`config.mk`:
```
export PLATFORM = sky130hd
export DESIGN_NAME = fluid_restock_controller
export DESIGN_NICKNAME = d
export VERILOG_FILES = /design/src/rtl/fluid_restock_controller.sv
export SDC_FILE = /design/constraint.sdc
export NUM_CORES = 1
export LEC_CHECK = 0
export CAP_MARGIN = 20
export CORE_ASPECT_RATIO = 1.1
export CORE_UTILIZATION = 52
export DETAILED_ROUTE_END_ITERATION = 10
export PLACE_DENSITY = 0.76
export SLEW_MARGIN = 20
export SYNTH_ARGS = -nofsm -noshare
export SYNTH_HDL_FRONTEND = slang
export SYNTH_SLANG_ARGS = --single-unit
```
`constraint.sdc`:
```
create_clock -name clk -period 4.8 [get_ports clk]
set_clock_uncertainty 0.1 [all_clocks]
set_input_delay 0.96 -clock clk [delete_from_list [all_inputs] [get_ports clk]]
set_output_delay 0.96 -clock clk [all_outputs]
set_load 0.005 [all_outputs]
```
`src/rtl/fluid_restock_controller.sv`:
```
// fluid_restock_controller
// Purpose : owns the water/juice/chemical stock registers, serves dispenser
//           withdrawals (result one cycle later) and refills any tank that
//           falls below LOW_MARK via a req/grant handshake with the pump.
// Latency : wd_done/wd_err are registered one cycle after wd_valid; supply_req
//           follows a low tank by one cycle (IDLE -> REQ).
// Backpressure: none on withdrawals (one per cycle); the pump throttles refill
//           through supply_grant, and filling pauses whenever grant is low.
// Ports   : clk/reset_n (async active-low); wd_valid/wd_type/wd_volume in,
//           wd_done/wd_err out; supply_req/supply_sel out, supply_grant in,
//           refill_done out; water_qty/juice_qty/chem_qty stock, low_flags.
module fluid_restock_controller #(
  parameter int unsigned WATER_CAP = 100,
  parameter int unsigned JUICE_CAP = 80,
  parameter int unsigned CHEM_CAP  = 60,
  parameter int unsigned LOW_MARK  = 20,
  parameter int unsigned FILL_RATE = 5
) (
  input  logic        clk,
  input  logic        reset_n,
  input  logic        wd_valid,
  input  logic [1:0]  wd_type,
  input  logic [7:0]  wd_volume,
  output logic        wd_done,
  output logic        wd_err,
  output logic        supply_req,
  output logic [1:0]  supply_sel,
  input  logic        supply_grant,
  output logic        refill_done,
  output logic [15:0] water_qty,
  output logic [15:0] juice_qty,
  output logic [15:0] chem_qty,
  output logic [2:0]  low_flags
);

  typedef enum logic [1:0] {
    S_IDLE = 2'd0,
    S_REQ  = 2'd1,
    S_FILL = 2'd2,
    S_DONE = 2'd3
  } state_e;

  // Index 0 water, 1 juice, 2 chemical (matches wd_type and supply_sel codes).
  localparam logic [2:0][15:0] CAPS = {16'(CHEM_CAP), 16'(JUICE_CAP), 16'(WATER_CAP)};

  state_e           state_q, state_d;
  logic [1:0]       sel_q, sel_d;
  logic [2:0][15:0] qty_q, qty_d;
  logic             wd_done_q, wd_err_q;
  logic             wd_ok;
  logic [15:0]      wd_stock;
  logic [16:0]      fill_sum;

  always_comb begin
    for (int i = 0; i < 3; i++) begin
      low_flags[i] = (qty_q[i] < 16'(LOW_MARK));
    end
  end

  // Stock seen by the withdrawal check; the invalid code 11 never passes.
  always_comb begin
    wd_stock = 16'd0;
    case (wd_type)
      2'd0:    wd_stock = qty_q[0];
      2'd1:    wd_stock = qty_q[1];
      2'd2:    wd_stock = qty_q[2];
      default: wd_stock = 16'd0;
    endcase
  end

  assign wd_ok = wd_valid && (wd_type != 2'd3) && ({8'd0, wd_volume} <= wd_stock);

  always_comb begin
    state_d  = state_q;
    sel_d    = sel_q;
    qty_d    = qty_q;
    fill_sum = 17'd0;

    // Withdrawal first, so a same-tank fill adds on top of the decremented
    // value and the clamp applies to the combined result.
    for (int i = 0; i < 3; i++) begin
      if (wd_ok && (wd_type == 2'(i))) begin
        qty_d[i] = qty_q[i] - {8'd0, wd_volume};
      end
    end

    case (state_q)
      S_IDLE: begin
        if (|low_flags) begin
          // Fixed priority: water, then juice, then chemical.
          if (low_flags[0])      sel_d = 2'd0;
          else if (low_flags[1]) sel_d = 2'd1;
          else                   sel_d = 2'd2;
          state_d = S_REQ;
        end
      end
      S_REQ: begin
        if (supply_grant) state_d = S_FILL;
      end
      S_FILL: begin
        if (supply_grant) begin
          for (int i = 0; i < 3; i++) begin
            if (sel_q == 2'(i)) begin
              fill_sum = {1'b0, qty_d[i]} + 17'(FILL_RATE);
              if (fill_sum >= {1'b0, CAPS[i]}) qty_d[i] = CAPS[i];
              else                             qty_d[i] = fill_sum[15:0];
              // A concurrent withdrawal can keep us short of CAP; keep filling.
              if (qty_d[i] == CAPS[i]) state_d = S_DONE;
            end
          end
        end else begin
          state_d = S_REQ;
        end
      end
      S_DONE: begin
        state_d = S_IDLE;
      end
      default: begin
        state_d = S_IDLE;
      end
    endcase
  end

  always_ff @(posedge clk or negedge reset_n) begin
    if (!reset_n) begin
      state_q   <= S_IDLE;
      sel_q     <= 2'd0;
      qty_q     <= CAPS;
      wd_done_q <= 1'b0;
      wd_err_q  <= 1'b0;
    end else begin
      state_q   <= state_d;
      sel_q     <= sel_d;
      qty_q     <= qty_d;
      wd_done_q <= wd_valid;
      wd_err_q  <= wd_valid && !wd_ok;
    end
  end

  // Decoded from the state register so reset drops them asynchronously.
  assign supply_req  = (state_q == S_REQ) || (state_q == S_FILL);
  assign refill_done = (state_q == S_DONE);
  assign supply_sel  = sel_q;
  assign wd_done     = wd_done_q;
  assign wd_err      = wd_err_q;
  assign water_qty   = qty_q[0];
  assign juice_qty   = qty_q[1];
  assign chem_qty    = qty_q[2];

endmodule

```
==> impl_table.tex <==
\begin{tabular}{lr}
\hline
Metric & Value \\
\hline
\multicolumn{2}{l}{\textbf{Status}} \\
Run status & finished with violations \\
Violations in the final reports & negative setup slack \\
\multicolumn{2}{l}{\textbf{Placed design}} \\
Final weighted congestion in routability-driven placement & between 1 and 1.5 \\
Detailed placement HPWL & between 15000 and 20000 µm \\
Placed Cells & 1175 \\
Buffers on Ports & 70 \\
\multicolumn{2}{l}{\textbf{Route}} \\
Number of remaining DRC errors & 0 \\
Final antenna-violating net count & 0 \\
Wirelength per Cell & approximately 19 µm \\
Total wire length & $\sim$23000 µm \\
Detail-routed via count per cell & between 6 and 7 \\
First-pass iteration count of the detailed router & 5 \\
Number of violations reported at the end of detailed-routing iteration 0 & 619 \\
Via count of the routed design & about 7400 \\
\multicolumn{2}{l}{\textbf{Global routing}} \\
First-pass GRT wire length & 35270 µm \\
Via count of the first global-routing pass & 7191 \\
Largest net degree at the start of global routing & 55 \\
Total congestion overflow & 0 \\
Overall global routing resource usage & 0.3734 \\
Initial antenna violation count & 0 \\
\multicolumn{2}{l}{\textbf{Die}} \\
I/O pin count & 71 \\
Starting Density & 0.5390 \\
Die Footprint & 0.01184 mm² \\
Die width & just over 100 µm \\
Area of the core & between 0.01 and 0.015 mm² \\
Row count & 40 \\
Die Span Y & $\sim$110 µm \\
\multicolumn{2}{l}{\textbf{STA}} \\
Post-route setup slack & -0.3192 ns \\
Max-slew headroom at the worst pin & 0.2807 \\
RSZ-0062 raised after global routing & true \\
Final hold vios & 0 \\
Slew at the pin closest to its max-slew limit & around 1.1 ns \\
Maximum clock frequency & a little under 200 MHz \\
Minimum period implied by the final worst setup slack & between 5 and 6 ns \\
Post-route fraction of the period consumed by the critical path & 1.066 \\
Setup violation total in the final timing report & 19 \\
Max-slew violation count & 0 \\
\multicolumn{2}{l}{\textbf{Cells and area}} \\
Most common cell after layout, fill and taps aside & sky130\_fd\_sc\_hd\_\_buf\_4 \\
Net count, final & 1110 \\
Growth of design area from synthesis to finish & 53.03\% \\
ANT cells & 0 \\
Highest-count cells in the layout ignoring fill and taps & 232 x sky130\_fd\_sc\_hd\_\_buf\_4, 94 x sky130\_fd\_sc\_hd\_\_nor2\_1, 65 x sky130\_fd\_sc\_hd\_\_clkdlybuf4s50\_1 \\
Fraction of final layout cells with drive strength greater than 1 & 0.3283 \\
Number of standard cells in the final layout excluding fillers & between 1000 and 1500 \\
Filler cell count & 696 \\
Final standard cell utilization of the core & 0.8248 \\
\multicolumn{2}{l}{\textbf{Job}} \\
Number of max-cap violations & 0 \\
\multicolumn{2}{l}{\textbf{Clock network}} \\
Cts hold-fix bufs & 0 \\
CTS buffer count & 5 \\
Later-pin clock latency in the skew report & roughly 0.31 ns \\
Clock transition at the register clock pins on the worst setup and hold paths after CTS & 0.09 ns \\
Clock root buffer & sky130\_fd\_sc\_hd\_\_clkbuf\_16 \\
Max Buffers Root-to-Sink & 2 \\
Number of H-tree branching levels & 2 \\
Number of clock sinks & 54 \\
TritonCTS clock tree & built \\
\multicolumn{2}{l}{\textbf{Power and ir drop}} \\
Leakage dissipation & 4.055 nW \\
Total Power Consumption & between 6 and 7 mW \\
Power per Cell Area & just under 700 mW/mm² \\
Maximum ir drop on the vdd rail & about 400 µV \\
\multicolumn{2}{l}{\textbf{Synthesis}} \\
Gate count after technology mapping & $\sim$750 \\
Average instance area after synthesis & slightly below 8 µm² \\
Syn\_nets & around 810 \\
Predominant post-synthesis flop cell & sky130\_fd\_sc\_hd\_\_dfrtp\_1 \\
Netlist cell types & between 80 and 90 \\
Warning count from the yosys run & 0 \\
Mapped cell area & around 0.0059 mm² \\
Part of the Yosys area used for sequential elements & 0.2296 \\
Number of flops mapped to enable cells by yosys & 0 \\
Synth Register Bits & 54 \\
FFs w/ async S/R, synth & 1.000 \\
\multicolumn{2}{l}{\textbf{Setup path}} \\
Worst Path Class, Setup & input pin to flip-flop \\
Largest fanout on the critical path & 8 \\
Peak per-stage delay on the critical path & roughly 0.5 ns \\
Cell type group with the largest total delay on the critical path & compound AO/OA/AOI/OAI gates \\
Endpoint class of the critical path & flip-flop \\
Logic depth of the worst setup path including buffers & 24 \\
Slowest-stage cell, CP & sky130\_fd\_sc\_hd\_\_a2111o\_1 \\
Signal arrival time at the worst endpoint & around 5.2 ns \\
Required time worst endpoint & 4.93 ns \\
Worst reg-to-reg path cell count & 22 \\
Cell-by-cell listing of the critical path & buf\_8 > buf\_8 > nor2b\_4 > buf\_6 > a21oi\_1 > ha\_1 > nand4\_1 > buf\_4 > a21oi\_2 > o211ai\_2 > o21ai\_4 > nand2\_1 > o21ai\_0 > ha\_2 > nor2\_1 > mux2\_4 > or3\_4 > nor2\_1 > a21oi\_1 > a2111o\_1 > buf\_4 > nor2\_1 > buf\_4 > a32oi\_1 \\
Critical path startpoint category & input pin \\
Crit path buffers/inverters & 6 \\
\multicolumn{2}{l}{\textbf{Worst hold path}} \\
Worst min path class & flip-flop to flip-flop \\
Hold-critical path depth & 1 \\
\hline
\end{tabular}
worst paths after layout:
check / startpoint / to / slack, ns
hold reg to reg: state_q[1]$_DFFE_PN0P_ / state_q[1]$_DFFE_PN0P_ / 0.47
hold / removal: state_q[1]$_DFFE_PN0P_ / state_q[1]$_DFFE_PN0P_ / 0.47
setup reg to reg: water_qty[6]$_DFF_PN1_ / chem_qty[4]$_DFF_PN1_ / 0.04
min in group asynchronous: reset_n / chem_qty[0]$_DFF_PN0_ / 0.72
setup / recovery: wd_type[0] / chem_qty[4]$_DFF_PN1_ / -0.32
max in group asynchronous: reset_n / water_qty[15]$_DFF_PN0_ / 3.38
power breakdown:
| part | switching (mW) | leakage (nW) | internal, mW |
|---|---|---|---|
| sequential | 0.328 | 0.664 | 0.690 |
| combinational | 2.28 | 3.31 | 2.42 |
| clock | 0.201 | 0.0819 | 0.251 |
| total | 2.81 | 4.06 | 3.36 |
state kept, by name (all words and copies together), names as in the netlist:
name and cells:
chem_qty 16, juice_qty 16, state_q 2, supply_sel 2, water_qty 16, wd_done 1
wd_err 1
per-stage QoR:
step | area [µm²] | setup slack, ns | hold WS [ns] | setup TNS (ns)
finish | 9081 | -0.3192 | 0.4724 | -3.619
global route | 9081 | -0.4154 | 0.4866 | -6.481
CTS | 8850 | -0.1454 | 0.4522 | -1.027
detailed placement | 8473 | -0.9128 | 0.4404 | -16.70
global placement | 8473 | -0.8326 | 0.4303 | -14.28
floorplan | 6035 | -0.4984 | 0.3995 | -5.144
cells in the mapped netlist, types with 4 or more instances:
| cell | number | area (µm²) |
|---|---|---|
| sky130_fd_sc_hd__clkbuf_1 | 14 | 52.55 |
| sky130_fd_sc_hd__dfstp_2 | 9 | 236.5 |
| sky130_fd_sc_hd__mux2i_1 | 25 | 250.2 |
| sky130_fd_sc_hd__ha_1 | 43 | 538.0 |
| sky130_fd_sc_hd__o21a_1 | 4 | 30.03 |
| sky130_fd_sc_hd__or2_2 | 5 | 31.28 |
| sky130_fd_sc_hd__xor2_1 | 24 | 210.2 |
| sky130_fd_sc_hd__a32oi_1 | 6 | 52.55 |
| sky130_fd_sc_hd__dfrtp_1 | 45 | 1126 |
| sky130_fd_sc_hd__and2_1 | 13 | 81.33 |
| sky130_fd_sc_hd__inv_1 | 35 | 131.4 |
| sky130_fd_sc_hd__a211oi_1 | 6 | 45.04 |
| sky130_fd_sc_hd__or3_4 | 4 | 45.04 |
| sky130_fd_sc_hd__o211a_1 | 5 | 50.05 |
| sky130_fd_sc_hd__nor2b_1 | 9 | 56.30 |
| sky130_fd_sc_hd__or4_1 | 5 | 37.54 |
| sky130_fd_sc_hd__a21oi_1 | 50 | 250.2 |
| sky130_fd_sc_hd__nor3_1 | 35 | 175.2 |
| sky130_fd_sc_hd__o22ai_1 | 8 | 50.05 |
| sky130_fd_sc_hd__a21o_1 | 7 | 52.55 |
| sky130_fd_sc_hd__nand2_1 | 50 | 187.7 |
| sky130_fd_sc_hd__nor4b_1 | 4 | 35.03 |
| sky130_fd_sc_hd__and3_1 | 6 | 37.54 |
| sky130_fd_sc_hd__a31oi_1 | 5 | 31.28 |
| sky130_fd_sc_hd__a22oi_1 | 4 | 30.03 |
| sky130_fd_sc_hd__o31ai_1 | 4 | 30.03 |
| sky130_fd_sc_hd__o21bai_1 | 4 | 30.03 |
| sky130_fd_sc_hd__nor3b_1 | 5 | 37.54 |
| sky130_fd_sc_hd__nand3_1 | 22 | 110.1 |
| sky130_fd_sc_hd__nand2b_1 | 6 | 37.54 |
| sky130_fd_sc_hd__xnor2_1 | 23 | 201.4 |
| sky130_fd_sc_hd__nor2_1 | 97 | 364.1 |
| sky130_fd_sc_hd__or3_1 | 17 | 106.4 |
| sky130_fd_sc_hd__o211ai_1 | 13 | 97.59 |
| sky130_fd_sc_hd__nand4_1 | 8 | 50.05 |
| sky130_fd_sc_hd__nor4_1 | 18 | 112.6 |
| sky130_fd_sc_hd__nand3b_1 | 4 | 30.03 |
| sky130_fd_sc_hd__o21ai_0 | 45 | 225.2 |
layout make-up:
cell class / instances / area (µm²) / area share
multi-input cells: 643 / 4702 / 0.5178
repair buffers: 311 / 2527 / 0.2783
flip-flops and latches: 54 / 1363 / 0.1500
well taps: 147 / 183.9 / 0.02025
inverters: 35 / 131.4 / 0.01447
clock buffers: 5 / 125.1 / 0.01378
clock inverters: 3 / 48.80 / 0.005373
per-layer routing:
| layer | vias up | global-route usage | wire length, µm |
|---|---|---|---|
| li1 | 3389 | - | - |
| met1 | 3455 | 0.4349 | 8747 |
| met2 | 409 | 0.6676 | 11150 |
| met3 | 107 | 0.05714 | 1658 |
| met4 | 0 | 0.1914 | 1180 |
| met5 | - | 0 | 0 |
what timing repair did:
item / 4_1_cts / 5_1_grt
setup endpoints to repair: 21 / 21
gates cloned: 2 / 0
setup buffers: 7 / 6
pin swaps: 24 / 9
gates resized for setup: 40 / 38
worst register-to-register path: stages (launching register included):
cell and delay (ns):
sky130_fd_sc_hd__dfstp_2 0.62, sky130_fd_sc_hd__mux2i_1 0.10, sky130_fd_sc_hd__nor2_1 0.13, sky130_fd_sc_hd__a21oi_2 0.05, sky130_fd_sc_hd__ha_1 0.32, sky130_fd_sc_hd__nand4_1 0.19
sky130_fd_sc_hd__buf_4 0.20, sky130_fd_sc_hd__a21oi_2 0.19, sky130_fd_sc_hd__o211ai_2 0.16, sky130_fd_sc_hd__o21ai_4 0.22, sky130_fd_sc_hd__nand2_1 0.07, sky130_fd_sc_hd__o21ai_0 0.14
sky130_fd_sc_hd__ha_2 0.25, sky130_fd_sc_hd__nor2_1 0.05, sky130_fd_sc_hd__mux2_4 0.29, sky130_fd_sc_hd__or3_4 0.36, sky130_fd_sc_hd__nor2_1 0.14, sky130_fd_sc_hd__a21oi_1 0.09
sky130_fd_sc_hd__a2111o_1 0.50, sky130_fd_sc_hd__buf_4 0.17, sky130_fd_sc_hd__nor2_1 0.08, sky130_fd_sc_hd__buf_4 0.15, sky130_fd_sc_hd__a32oi_1 0.12
cell families after synthesis:
family                   after synthesis  share of synthesized area
multiplexers                          31                    0.05545
flip-flops                            54                     0.2296
buffers and inverters                 55                    0.03732
XOR/XNOR                              48                    0.07211
AO/OA/AOI/OAI                        199                     0.2277
AND/OR/NAND/NOR                      319                     0.2770
adder cells (fa/ha/maj)               46                     0.1008
Note: power is estimated with default switching activity, not from simulation.
